File: src/rtl/btn_conditioner.sv
// rtl/btn_conditioner.sv - push-button synchroniser, debouncer, press pulse and auto-repeat step generator
`timescale 1ns/1ps

module btn_conditioner #(
    parameter int               N_BTN           = 5,
    parameter int               DEBOUNCE_CYCLES = 250000,
    parameter int               REPEAT_DELAY    = 6250000,
    parameter int               REPEAT_PERIOD   = 2500000,
    parameter logic [N_BTN-1:0] REPEAT_MASK     = 5'b01110
) (
    input  logic             CLK25M,
    input  logic             RST,
    input  logic [N_BTN-1:0] BTN_RAW,
    output logic [N_BTN-1:0] BTN_LEVEL,
    output logic [N_BTN-1:0] BTN_PRESS,
    output logic [N_BTN-1:0] BTN_STEP,
    output logic             BTN_ANY
);

    localparam int DB_W   = $clog2(DEBOUNCE_CYCLES);
    localparam int RP_MAX = (REPEAT_DELAY > REPEAT_PERIOD) ? REPEAT_DELAY : REPEAT_PERIOD;
    localparam int RP_W   = $clog2(RP_MAX);

    localparam logic [DB_W-1:0] DB_LAST    = DB_W'(DEBOUNCE_CYCLES - 1);
    localparam logic [RP_W-1:0] DELAY_LAST = RP_W'(REPEAT_DELAY - 1);
    localparam logic [RP_W-1:0] PERIOD_LAST = RP_W'(REPEAT_PERIOD - 1);

    typedef enum logic [1:0] {
        S_IDLE,
        S_HOLD_DELAY,
        S_HOLD_REPEAT
    } state_t;

    logic [N_BTN-1:0] w_rise;
    logic             r_any;

    for (genvar g = 0; g < N_BTN; g++) begin : g_btn
        logic            r_sync1;
        logic            r_sync2;
        logic            r_level;
        logic            r_press;
        logic            r_step;
        logic [DB_W-1:0] r_db_cnt;
        logic            w_db_last;
        logic            w_fall;
        state_t          r_state;
        state_t          w_state_nxt;
        logic [RP_W-1:0] r_rp_cnt;
        logic [RP_W-1:0] w_rp_cnt_nxt;
        logic            w_step_nxt;

        assign w_db_last = (r_db_cnt == DB_LAST);
        // Level edges are decoded one cycle early so pulses line up with the new level.
        assign w_rise[g] = r_sync2 & ~r_level & w_db_last;
        assign w_fall    = ~r_sync2 & r_level & w_db_last;

        always_ff @(posedge CLK25M or posedge RST) begin
            if (RST) begin
                r_sync1  <= 1'b0;
                r_sync2  <= 1'b0;
                r_level  <= 1'b0;
                r_db_cnt <= '0;
                r_press  <= 1'b0;
            end else begin
                r_sync1 <= BTN_RAW[g];
                r_sync2 <= r_sync1;
                if (r_sync2 == r_level) begin
                    r_db_cnt <= '0;
                end else if (w_db_last) begin
                    r_level  <= r_sync2;
                    r_db_cnt <= '0;
                end else begin
                    r_db_cnt <= r_db_cnt + 1'b1;
                end
                r_press <= w_rise[g];
            end
        end

        always_ff @(posedge CLK25M or posedge RST) begin
            if (RST) begin
                r_state  <= S_IDLE;
                r_rp_cnt <= '0;
                r_step   <= 1'b0;
            end else begin
                r_state  <= w_state_nxt;
                r_rp_cnt <= w_rp_cnt_nxt;
                r_step   <= w_step_nxt;
            end
        end

        always_comb begin
            w_state_nxt  = r_state;
            w_rp_cnt_nxt = r_rp_cnt;
            w_step_nxt   = 1'b0;
            if (w_fall) begin
                w_state_nxt  = S_IDLE;
                w_rp_cnt_nxt = '0;
            end else begin
                case (r_state)
                    S_IDLE: begin
                        if (w_rise[g]) begin
                            w_step_nxt   = 1'b1;
                            w_rp_cnt_nxt = '0;
                            w_state_nxt  = REPEAT_MASK[g] ? S_HOLD_DELAY : S_HOLD_REPEAT;
                        end
                    end
                    S_HOLD_DELAY: begin
                        if (r_rp_cnt == DELAY_LAST) begin
                            w_step_nxt   = 1'b1;
                            w_rp_cnt_nxt = '0;
                            w_state_nxt  = S_HOLD_REPEAT;
                        end else begin
                            w_rp_cnt_nxt = r_rp_cnt + 1'b1;
                        end
                    end
                    S_HOLD_REPEAT: begin
                        // Unmasked buttons park here with the counter idle until release.
                        if (REPEAT_MASK[g]) begin
                            if (r_rp_cnt == PERIOD_LAST) begin
                                w_step_nxt   = 1'b1;
                                w_rp_cnt_nxt = '0;
                            end else begin
                                w_rp_cnt_nxt = r_rp_cnt + 1'b1;
                            end
                        end
                    end
                    default: begin
                        w_state_nxt  = S_IDLE;
                        w_rp_cnt_nxt = '0;
                    end
                endcase
            end
        end

        assign BTN_LEVEL[g] = r_level;
        assign BTN_PRESS[g] = r_press;
        assign BTN_STEP[g]  = r_step;
    end

    always_ff @(posedge CLK25M or posedge RST) begin
        if (RST) begin
            r_any <= 1'b0;
        end else begin
            r_any <= |w_rise;
        end
    end

    assign BTN_ANY = r_any;

endmodule

File: config.mk
export PLATFORM = sky130hd
export DESIGN_NAME = btn_conditioner
export DESIGN_NICKNAME = d
export VERILOG_FILES = /design/src/rtl/btn_conditioner.sv
export SDC_FILE = /design/constraint.sdc
export NUM_CORES = 1
export LEC_CHECK = 0
export CORE_UTILIZATION = 40
export CTS_CLUSTER_DIAMETER = 80
export CTS_CLUSTER_SIZE = 40
export DETAILED_ROUTE_END_ITERATION = 6
export PLACE_DENSITY = 0.56
export SYNTH_ARGS = -nofsm -noshare
export SYNTH_HDL_FRONTEND = slang
export SYNTH_SLANG_ARGS = --single-unit
File: constraint.sdc
create_clock -name CLK25M -period 10.56 [get_ports CLK25M]
set_input_delay 3.168 -clock CLK25M [delete_from_list [all_inputs] [get_ports CLK25M]]
set_output_delay 3.168 -clock CLK25M [all_outputs]
set_load 0.05 [all_outputs]
Word-level counts from Yosys, hierarchy flattened
Cells that the tools add are included.
- add/sub/neg operators: 10
- mux-type cells: 76
- reduce and logical (&&, ||, !) cells: 18
- equal/unequal tests: 43
- bitwise gates (word level): 35
- operators by type and width (operator ; number):
    two-way mux 23 bit ; 18
    case mux 23 bit (3 select lines) ; 5
    two-way mux 18 bit ; 10
    adder 23 x 1 -> 23 bit, second input constant ; 5
    equality test 23 bit, second input constant ; 5
    adder 18 x 1 -> 18 bit, second input constant ; 5
    equality test 18 bit, second input constant ; 5
    equality test 23 x 22 -> 1 bit, second input constant ; 3
    two-way mux 2 bit ; 15
    != test 3 bit, second input constant ; 10
    case mux 2 bit (3 select lines) ; 5
    bitwise AND 1 bit ; 20
    two-way mux 1 bit ; 18
    inverter 1 bit ; 15
    AND reduction 3 bit ; 5
    AND reduction 2 bit ; 7
    equality test 2 x 1 -> 1 bit, second input constant ; 5
    equality test 2 bit, second input constant ; 5
    logical NOT 2 bit ; 5
    != test 2 bit, second input constant ; 5
    case mux 1 bit (3 select lines) ; 3
    equality test 1 bit ; 5
    OR reduction 5 bit ; 1
    case mux 1 bit (2 select lines) ; 2
- input port bits: 7
- register bits after elaboration: 241
- logic and storage cells: 223
- output and inout port bits: 16

Logic depth before layout (Yosys ltp)
Gate-level depths: netlist of the first run.
- word-level depth: 6
- mapped depth: 9
- depth with buffers taken out: 7

Worst setup path after synthesis of the first run
Ideal clock, no wire load.
- path type: flip-flop to output port
- start point: reg r_any (netlist: BTN_ANY)
- end point: out BTN_ANY
- arrival: 0.586 ns
- slack: 6.806 ns
- stages on the path, launching flop included: 1
- data required time: 7.392 ns
- buffers on the path: 0
- cell sequence: dfrtp_1
- RTL lines (what ; RTL line ; RTL):
    start, declared ; 35 ; logic r_any;
    start signal, assigned ; 144 ; r_any <= |w_rise;
    end, declared ; 17 ; output logic BTN_ANY
No word-level cell between the ends.

Worst setup path after layout of the first run
- start point: reg g_btn[3].r_level
- end point: out BTN_LEVEL[3]
- RTL lines (what ; RTL line ; RTL):
    start, declared ; 40 ; logic r_level;
    start signal, assigned ; 70 ; r_level <= r_sync2;
    end, declared ; 14 ; output logic [N_BTN-1:0] BTN_LEVEL,
No word-level cell between the ends.

==> qor.yml, run 1 <==
outcome: "completed"
maxCapViolCount: 0
rsz0062_at_grt: "no"
multi_input_area_sq_um: 4890
numCtsBuffers: 17
overflow: 0
final.setup.tns_ns: 0
ctsLongestPathBuffers: 2
place_hpwl_mm: 13.5
setup_viol: 0
sequentialPowerShare_pct: 51.4
leakagePower_nw: 4.57
min_delay_path_depth: 0
area_growth_pct: 10.3
dieHeight_um: 161
grt_usage_pct: 16.7
yosysSeqAreaShare_pct: 47.6
n_antenna_cell: 0
ys_ff_latch: 193
cp.arrival_ns: 1.66
clk_pin_slew_ns: 0.08
power_per_cell_area_nw_per_um2: 131
ctsHoldBuffers: 0
drc: 0
ant_nets: 0
grt_pass1_wl_mm: 35.5
fin_crit_sh_pct: 45.7
cp-end-kind: "output port"
clk-insertion-delay-late_ns: 0.43
synthArstFlopShare_pct: 100
crit_chain: "clkdlybuf4s50_1"
drt_iter0_drc: 344
dieWidth_um: 161
synth_area_per_cell_sq_um: 9.45
syn_area_sq_um: 10100
die-area_sq_um: 26000
r2r-start: "g_btn[2].r_db_cnt[13]"
critPathTopFamily: "buffers and inverters"
placementRows: 57
slowest_stage: "clkdlybuf4s50_1"
regArea_sq_um: 4830
drive_gt1_share_pct: 6.27
slew_headroom_pct: 30.4
yosys.cell_types.count: 58
viasPerCell: 5.23
cts_resized: 0
holdPathEnd: "g_btn[4].r_sync2"
cp_num_cells: 1
fillCellCount: 2331
worstSetupPathType: "reg -> out"
wl_per_cell_um: 14.2
hold_class: "reg -> reg"
drv_slew: 0
cts_max_level: 4
yosysTopAreaCell: "dfrtp_1"
root_buffer: "clkbuf_16"
vias: 7369
critPathMaxStageDelay_ns: 0.83
hold_start: "g_btn[4].r_sync1"
fin_util_pct: 45.4
synth.most_common_cell: "dfrtp_1"
core_area_sq_um: 24600
grt_pass1_vias: 7148
intPower_mw: 1.15
tightest_slew_ns: 1.04
drtPass1Iterations: 5
peakVddDrop_mv: 0.104
drt-total-wl_mm: 20.1
r2r_end: "g_btn[2].r_rp_cnt[5]"
ys_warn_count: 0
finalClockSkew_ns: 0.0143
fmax_ghz: 0.207
switching_share_pct: 21.5
post_cts_buffers: 0
crit_path_max_fanout: 4
io_buffer_count: 22
synth_area_leaders: "dfrtp_1 (48%), nor2_1 (5.7%), nand3_1 (4.6%)"
io_pins: 23
ys.flop_type: "dfrtp_1"
clock-sinks: 193
clkPwrFrac_pct: 46.3
combPwrFrac_pct: 2.3
p_switching_mw: 0.313
grt_max_degree: 125
r2r_slack_ns: 7.67
finalWeightedCongestion: 0.780
cts_tree: "done"
worstRegToRegCells: 6
hold_viol: 0
yosys-top-cells-count: "dfrtp_1 (193), nor2_1 (155), nand2_1 (94)"
fin_nets: 1112
yosysTopAreaCellShare_pct: 47.6
syn-num-nets: 1114
required_ns: 7.39
synth_edf_count: 0
start_util_pct: 41.2
syn_inst: 1073
period_needed_ns: 4.83
grt_antenna_before_repair: 0
crit_buf_inv: 1
worst_setup_path_start_kind: "flop"
==> registers in the layout, summed over array words and instances, names as in the netlist <==
| name | count |
|---|---|
| g_btn.r_db_cnt | 90 |
| g_btn.r_rp_cnt | 69 |
| g_btn.r_state | 8 |
| g_btn.r_level | 5 |
| g_btn.r_press | 5 |
| g_btn.r_step | 5 |
| g_btn.r_sync1 | 5 |
| g_btn.r_sync2 | 5 |
| BTN_ANY | 1 |
==> power groups by stage <==
stage                     sequential, mW  combinational [mW]  clock (mW)
after global placement             0.764              0.0357           0
final                              0.750              0.0337       0.676
after floorplan                    0.763              0.0254           0
after CTS                          0.750              0.0360       0.698
after global routing               0.751              0.0404       0.728
after detailed placement           0.765              0.0359           0
==> final cells by class <==
cell class	instances	share of cell area [%]
sequential	193	43.2
tap	324	3.63
clock buffer	20	4.17
multi-input combinational	787	43.7
timing repair buffer	27	2.31
inverter	45	1.58
clock inverter	12	1.38
==> layer usage <==
metal  global-route usage, %  up-vias  routed length, um
met3                    2.75       17                392
met1                    23.8     3536              10400
met5                       0        -                  0
met2                    26.0       66               9010
li1                        -     3750                  -
met4                    5.06        0                224
==> worst max-delay path by stage <==
| stage | start | endpoint | slack, ns |
|---|---|---|---|
| 5_1_grt | RST | g_btn[3].r_db_cnt[0] | 5.49 |
| 6_report | g_btn[3].r_level | BTN_LEVEL[3] | 5.73 |
| 3_5_place_dp | RST | g_btn[3].r_sync2 | 5.22 |
| 4_1_cts | RST | g_btn[3].r_db_cnt[0] | 5.69 |
| 2_1_floorplan | RST | BTN_ANY | 2.14 |
| 3_3_place_gp | RST | g_btn[3].r_sync2 | 5.22 |
==> through the flow <==
step | hold slack (ns) | std cells | power [mW] | setup slack (ns) | instance area [sq um]
5_1_grt | 0.364 | 1408 | 1.52 | 5.49 | 11200
3_5_place_dp | 0.340 | 1376 | 0.800 | 5.22 | 10600
3_3_place_gp | 0.333 | 1376 | 0.800 | 5.22 | 10600
4_1_cts | 0.356 | 1408 | 1.48 | 5.69 | 11200
2_1_floorplan | 0.331 | 1073 | 0.788 | 2.14 | 10100
6_report | 0.350 | 1408 | 1.46 | 5.73 | 11200
==> cell families after synthesis <==
group	count (synthesis)	synth area share, %
and+or+nand+nor	536	26.9
DFF	193	47.6
AOI/OAI and AO/OA	118	8.38
xor gates and xnor gates	93	8.03
buffers and inverters	93	4.23
adders and majority gates	34	4.20
muxes	6	0.605
==> placed cells by master, fill, tap and decap left out, types with 4 or more instances in the layout <==
cell | netlist | routed
a21oi_1 | 15 | 15
buf_4 | 19 | 5
xnor2_1 | 53 | 53
a22o_1 | 10 | 10
dfrtp_1 | 193 | 193
nor4_1 | 20 | 20
and3_1 | 19 | 19
o311ai_1 | 11 | 11
nor2b_1 | 8 | 8
o31ai_1 | 10 | 10
o21ai_0 | 23 | 23
or2_2 | 14 | 14
nor4_2 | 4 | 4
nor3b_1 | 4 | 4
nor3_1 | 27 | 27
clkdlybuf4s50_1 | 0 | 22
nor2_1 | 155 | 155
inv_1 | 45 | 44
o311ai_0 | 9 | 9
nor4b_1 | 14 | 14
nand2_1 | 94 | 94
xor2_1 | 40 | 40
and4_1 | 5 | 5
o22ai_1 | 4 | 4
nand3_1 | 93 | 93
mux2i_1 | 5 | 5
nor4bb_1 | 4 | 4
a31oi_1 | 9 | 8
clkbuf_16 | 0 | 17
nand4_1 | 36 | 36
ha_1 | 34 | 34
or3_1 | 9 | 9
a21o_1 | 7 | 7
and2_1 | 16 | 16
No activity file was read; power rests on OpenSTA's default activity.
==> run 2, diff against run 1 <==
Settings changed: PLACE_DENSITY 0.56 to 0.59.
Clock period 10.56 ns to 3.9 ns, I/O delays scaled along.
==> run 2 against run 1 <==
Sequential power rose to 2.7 times the previous value. Power grew to 2.8 times the previous value. Via count rose by 2.7%. Critical endpoint is now g_btn[2].r_rp_cnt[5].
==> qor.yml, run 2 (same netlist as run 1, synthesis figures left out) <==
outcome: "completed"  # unchanged
drc: 0  # unchanged
dieHeight_um: 161  # unchanged
viasPerCell: 5.35  # was 5.23
final.setup.tns_ns: 0  # unchanged
leakagePower_nw: 4.60  # was 4.57 nW
grt_antenna_before_repair: 0  # unchanged
n_antenna_cell: 0  # unchanged
maxCapViolCount: 0  # unchanged
overflow: 0  # unchanged
cp_num_cells: 8  # was 1
cts_resized: 0  # unchanged
ctsHoldBuffers: 0  # unchanged
wl_per_cell_um: 14.3  # was 14.2 um
drtPass1Iterations: 4  # was 5
fmax_ghz: 0.326
core_area_sq_um: 24600  # unchanged
drt_iter0_drc: 411  # was 344
rsz0062_at_grt: "no"  # unchanged
placementRows: 57  # unchanged
tightest_slew_ns: 1.07  # was 1.04 ns
area_growth_pct: 11.1  # was 10.3%
period_needed_ns: 3.06
worstRegToRegCells: 8  # was 6
fin_nets: 1119  # was 1112
reg_top3: "g_btn.r_db_cnt (90), g_btn.r_rp_cnt (69), g_btn.r_state (8)"  # unchanged
wl_met3_um: 500  # was 392 um
crit_buf_inv: 1  # unchanged
grt_pass1_wl_mm: 35.2  # was 35.5 mm
fin_util_pct: 45.8  # was 45.4%
total_power_mw: 4.02  # was 1.46 mW
cp.arrival_ns: 3.32  # was 1.66 ns
root_buffer: "clkbuf_16"  # unchanged
fin_crit_sh_pct: 78.6
required_ns: 4.16  # was 7.39 ns
drt-total-wl_mm: 20.2  # was 20.1 mm
vias: 7565  # was 7369
cts_max_level: 4  # unchanged
post_cts_buffers: 0  # unchanged
dieWidth_um: 161  # unchanged
min_delay_path_depth: 0  # unchanged
start_util_pct: 41.2  # unchanged
grt_max_degree: 50  # was 125
place_hpwl_mm: 13.8  # was 13.5 mm
regMostFlops: "g_btn.r_db_cnt"  # unchanged
crit_chain: "ha_1, nand3_1, or4_4, o41ai_2, a211oi_2, buf_4, nand2_1, o311ai_0"  # was clkdlybuf4s50_1
m1WireLength_mm: 10.3  # was 10.4 mm
drive_gt1_share_pct: 6.70  # was 6.27%
critPathTopFamily: "simple AND/OR/NAND/NOR gates"  # was buffers and inverters
die-area_sq_um: 26000  # unchanged
largest_reg_flops: 90  # unchanged
worst_setup_path_start_kind: "flop"  # unchanged
io_buffer_count: 22  # unchanged
final_cell_mix: "dfrtp_1 (193), nor2_1 (155), nand2_1 (94)"  # unchanged
r2r_slack_ns: 0.84  # was 7.67 ns
hold_viol: 0  # unchanged
slowest_stage: "nand2_1"  # was clkdlybuf4s50_1
worstSetupPathType: "reg -> reg"  # was reg -> out
dr.max_layer_used: "met4"  # unchanged
power_per_cell_area_nw_per_um2: 357  # was 131 nW/um^2
drv_slew: 0  # unchanged
numCtsBuffers: 17  # unchanged
setup_viol: 0  # unchanged
ctsLongestPathBuffers: 2  # unchanged
clock-sinks: 193  # unchanged
grt_pass1_vias: 7187  # was 7148
hold_class: "reg -> reg"  # unchanged
cts_tree: "done"  # unchanged
wl_met2_mm: 9.20  # was 9.01 mm
final_common_cell: "dfrtp_1"  # unchanged
ant_nets: 0  # unchanged
clk-insertion-delay-late_ns: 0.43  # about the same
slew_headroom_pct: 28.1  # was 30.4%
cp-end-kind: "flop"  # was output port
critPathMaxStageDelay_ns: 0.58  # was 0.83 ns
grt_usage_pct: 16.5  # was 16.7%
finalClockSkew_ns: 0.0151  # was 0.0143 ns
peakVddDrop_mv: 0.264  # was 0.104 mV
io_pins: 23  # unchanged
crit_path_max_fanout: 24  # was 4
finalWeightedCongestion: 0.813  # was 0.780
clk_pin_slew_ns: 0.08  # about the same
## run 2: power breakdown
| part | switching, mW | internal, mW |
|---|---|---|
| logic | 0.0692 | 0.0281 |
| registers | 0.0118 | 2.02 |
| clock network | 0.782 | 1.11 |
## run 2: area by class of cell
type                       instances  area (sq um)
timing repair buffer              34           335
tap                              324           405
multi-input combinational        787          4890
sequential                       193          4830
clock buffer                      20           457
clock inverter                    11           178
inverter                          45           173
fill                            2398         13300
## run 2: metal layers
layer  GRT usage [%]  up-vias
met3            2.75        9
met2            25.6       73
li1                -     3761
met1            23.7     3722
met4            4.33        0
met5               0        -
## run 2: worst paths after layout
path                                 startpoint              endpoint
max                        g_btn[2].r_rp_cnt[0]  g_btn[2].r_rp_cnt[5]
min                            g_btn[4].r_sync1      g_btn[4].r_sync2
max reg2reg                g_btn[2].r_rp_cnt[0]  g_btn[2].r_rp_cnt[5]
min reg2reg                    g_btn[4].r_sync1      g_btn[4].r_sync2
max in group asynchronous                   RST  g_btn[3].r_rp_cnt[0]
min in group asynchronous                   RST  g_btn[1].r_rp_cnt[9]
## run 2: through the flow
step / cell area [sq um] / hold WS, ns / setup WS (ns) / std cells
3_5_place_dp: 10600 / 0.335 / 0.801 / 1383
6_report: 11300 / 0.350 / 0.836 / 1414
4_1_cts: 11300 / 0.351 / 0.799 / 1414
5_1_grt: 11300 / 0.359 / 0.610 / 1414
3_3_place_gp: 10600 / 0.333 / 0.919 / 1383
2_1_floorplan: 10100 / 0.331 / 0.240 / 1073
## run 2: worst reg2reg max path, delay by kind of cell, from the launching register on
family | cells | cell delay, ns
adder cells (fa/ha/maj) | 1 | 0.18
AND/OR/NAND/NOR | 3 | 1.26
flip-flops | 1 | 0.39
buffers and inverters | 1 | 0.25
AO/OA/AOI/OAI | 3 | 0.81
==> run 3, diff against run 2 <==
Settings changed: PLACE_DENSITY 0.59 to 0.56.
Clock period 3.9 ns to 2.9 ns, I/O delays scaled along.
==> run 3 against run 2 <==
Die area stayed put. Worst hold slack about the same. Power is 27% higher. Global-route usage is 0.50 points higher. Critical path type is now reg -> out. Critical endpoint is now BTN_LEVEL[3].
==> qor.yml, run 3 (same netlist as run 1, synthesis figures left out) <==
clk_pin_slew_ns: 0.07  # was 0.08 ns
overflow: 0  # unchanged
io_buffer_count: 22  # unchanged
r2r-start: "g_btn[2].r_rp_cnt[0]"  # unchanged
crit_path_start: "g_btn[3].r_level"  # was g_btn[2].r_rp_cnt[0]
power_per_cell_area_nw_per_um2: 454  # was 357 nW/um^2
grt_usage_pct: 17.0  # was 16.5%
finalClockSkew_ns: 0.0176  # was 0.0151 ns
start_util_pct: 41.2  # unchanged
fmax_ghz: 0.388
crit_buf_inv: 1  # unchanged
fin_nets: 1126  # was 1119
hold_viol: 0  # unchanged
fin_area_sq_um: 11200  # was 11300 sq um
multi_input_area_sq_um: 4890  # unchanged
crit_path_max_fanout: 4  # was 24
drtPass1Iterations: 5  # was 4
grt_pass1_wl_mm: 36.2  # was 35.2 mm
root_buffer: "clkbuf_16"  # unchanged
dieWidth_um: 161  # unchanged
clock-sinks: 193  # unchanged
cp.arrival_ns: 1.71  # was 3.32 ns
grt_antenna_before_repair: 0  # unchanged
dieHeight_um: 161  # unchanged
wl_per_cell_um: 14.3  # about the same
regArea_sq_um: 4830  # unchanged
fin_util_pct: 45.7  # was 45.8%
cts_max_level: 4  # unchanged
rsz0062_at_grt: "no"  # unchanged
ant_nets: 0  # unchanged
core_area_sq_um: 24600  # unchanged
worst_setup_path_start_kind: "flop"  # unchanged
tightest_slew_ns: 0.764  # was 1.07 ns
critPathMaxStageDelay_ns: 0.84  # was 0.58 ns
worstSetupPathType: "reg -> out"  # was reg -> reg
post_cts_buffers: 0  # unchanged
peakVddDrop_mv: 0.349  # was 0.264 mV
setup_viol: 0  # unchanged
vias: 7553  # was 7565
drt-total-wl_mm: 20.3  # was 20.2 mm
hold_class: "reg -> reg"  # unchanged
drt_iter0_drc: 427  # was 411
slowest_stage: "clkdlybuf4s50_1"  # was nand2_1
finalWeightedCongestion: 0.875  # was 0.813
required_ns: 2.03  # was 4.16 ns
outcome: "completed"  # unchanged
area_growth_pct: 10.9  # was 11.1%
fillCellCount: 2334  # was 2398
drive_gt1_share_pct: 7.12  # was 6.70%
cp-end-kind: "output port"  # was flop
placementRows: 57  # unchanged
io_pins: 23  # unchanged
dpl_cell_area_sq_um: 10700  # was 10600 sq um
n_antenna_cell: 0  # unchanged
place_hpwl_mm: 13.9  # was 13.8 mm
numCtsBuffers: 17  # unchanged
maxCapViolCount: 0  # unchanged
final_cell_mix: "dfrtp_1 (193), nor2_1 (155), nand2_1 (94)"  # unchanged
worstRegToRegCells: 8  # unchanged
ctsHoldBuffers: 0  # unchanged
r2r_end: "g_btn[2].r_rp_cnt[18]"  # was g_btn[2].r_rp_cnt[5]
crit_path_end: "BTN_LEVEL[3]"  # was g_btn[2].r_rp_cnt[5]
critPathTopFamily: "buffers and inverters"  # was simple AND/OR/NAND/NOR gates
reg_top3: "g_btn.r_db_cnt (90), g_btn.r_rp_cnt (69), g_btn.r_state (8)"  # unchanged
final_common_cell: "dfrtp_1"  # unchanged
largest_reg_flops: 90  # unchanged
regMostFlops: "g_btn.r_db_cnt"  # unchanged
cts_resized: 0  # unchanged
period_needed_ns: 2.58
leakagePower_nw: 4.60  # about the same
fin_crit_sh_pct: 88.8
total_power_mw: 5.10  # was 4.02 mW
drv_slew: 0  # unchanged
cts_tree: "done"  # unchanged
grt_max_degree: 99  # was 50
crit_chain: "clkdlybuf4s50_1"  # was ha_1, nand3_1, or4_4, o41ai_2, a211oi_2, buf_4, nand2_1, o311ai_0
clk-insertion-delay-late_ns: 0.43  # about the same
cp_num_cells: 1  # was 8
drc: 0  # unchanged
viasPerCell: 5.32  # was 5.35
slew_headroom_pct: 48.6  # was 28.1%
die-area_sq_um: 26000  # unchanged
r2r_slack_ns: 0.34  # was 0.84 ns
ctsLongestPathBuffers: 2  # unchanged
final.setup.tns_ns: 0  # unchanged
grt_pass1_vias: 7520  # was 7187
## run 3: cell count changes in the layout (fill, tap and decap cells not counted)
cell,change
buf_4,+7
bufinv_16,-3
clkbuf_1,+1
clkbuf_8,+1
clkinv_2,+1
clkinv_4,-2
clkinvlp_4,+2
inv_6,-1
## run 3: area by class of cell
cell class	instances	area share [%]
clock inverters	8	0.723
multi-input cells	787	43.5
repair buffers	41	3.45
clock buffers	22	4.22
well taps	324	3.61
flip-flops and latches	193	43.0
inverters	45	1.54
## run 3: worst min path at each step
| stage | start | to | slack (ns) | cells after the start |
|---|---|---|---|---|
| detailed placement | g_btn[3].r_sync1 | g_btn[3].r_sync2 | 0.34 | 0 |
| CTS | g_btn[3].r_sync1 | g_btn[3].r_sync2 | 0.35 | 0 |
| finish | g_btn[3].r_sync1 | g_btn[3].r_sync2 | 0.35 | 0 |
| floorplan | g_btn[0].r_sync1 | g_btn[0].r_sync2 | 0.33 | 0 |
| global placement | g_btn[2].r_sync1 | g_btn[2].r_sync2 | 0.33 | 0 |
| global route | g_btn[2].r_sync1 | g_btn[2].r_sync2 | 0.36 | 0 |
## run 3: per-layer routing
| layer | vias to the layer above | part of all wire [%] | track usage, % |
|---|---|---|---|
| li1 | 3783 | - | - |
| met3 | 20 | 2.4 | 3.11 |
| met4 | 0 | 1.2 | 5.15 |
| met5 | - | 0 | 0 |
| met1 | 3647 | 50 | 23.3 |
| met2 | 103 | 47 | 27.3 |
## run 3: stage by stage
step                      worst slack (ns)  std cells  hold WS, ns
after floorplan                     -0.460       1073        0.331
after global placement               0.396       1390        0.332
after detailed placement             0.369       1390        0.336
after CTS                            0.249       1420        0.353
after global routing                 0.131       1420        0.357
final                                0.325       1420        0.350
## run 3: power breakdown
group / internal [mW] / switching [mW] / total (mW) / leakage, nW
sequential: 2.71 / 0.0159 / 2.73 / 2.66
combinational: 0.0353 / 0.0914 / 0.127 / 1.68
clock: 1.25 / 1.00 / 2.25 / 0.257
total: 4.00 / 1.11 / 5.10 / 4.60
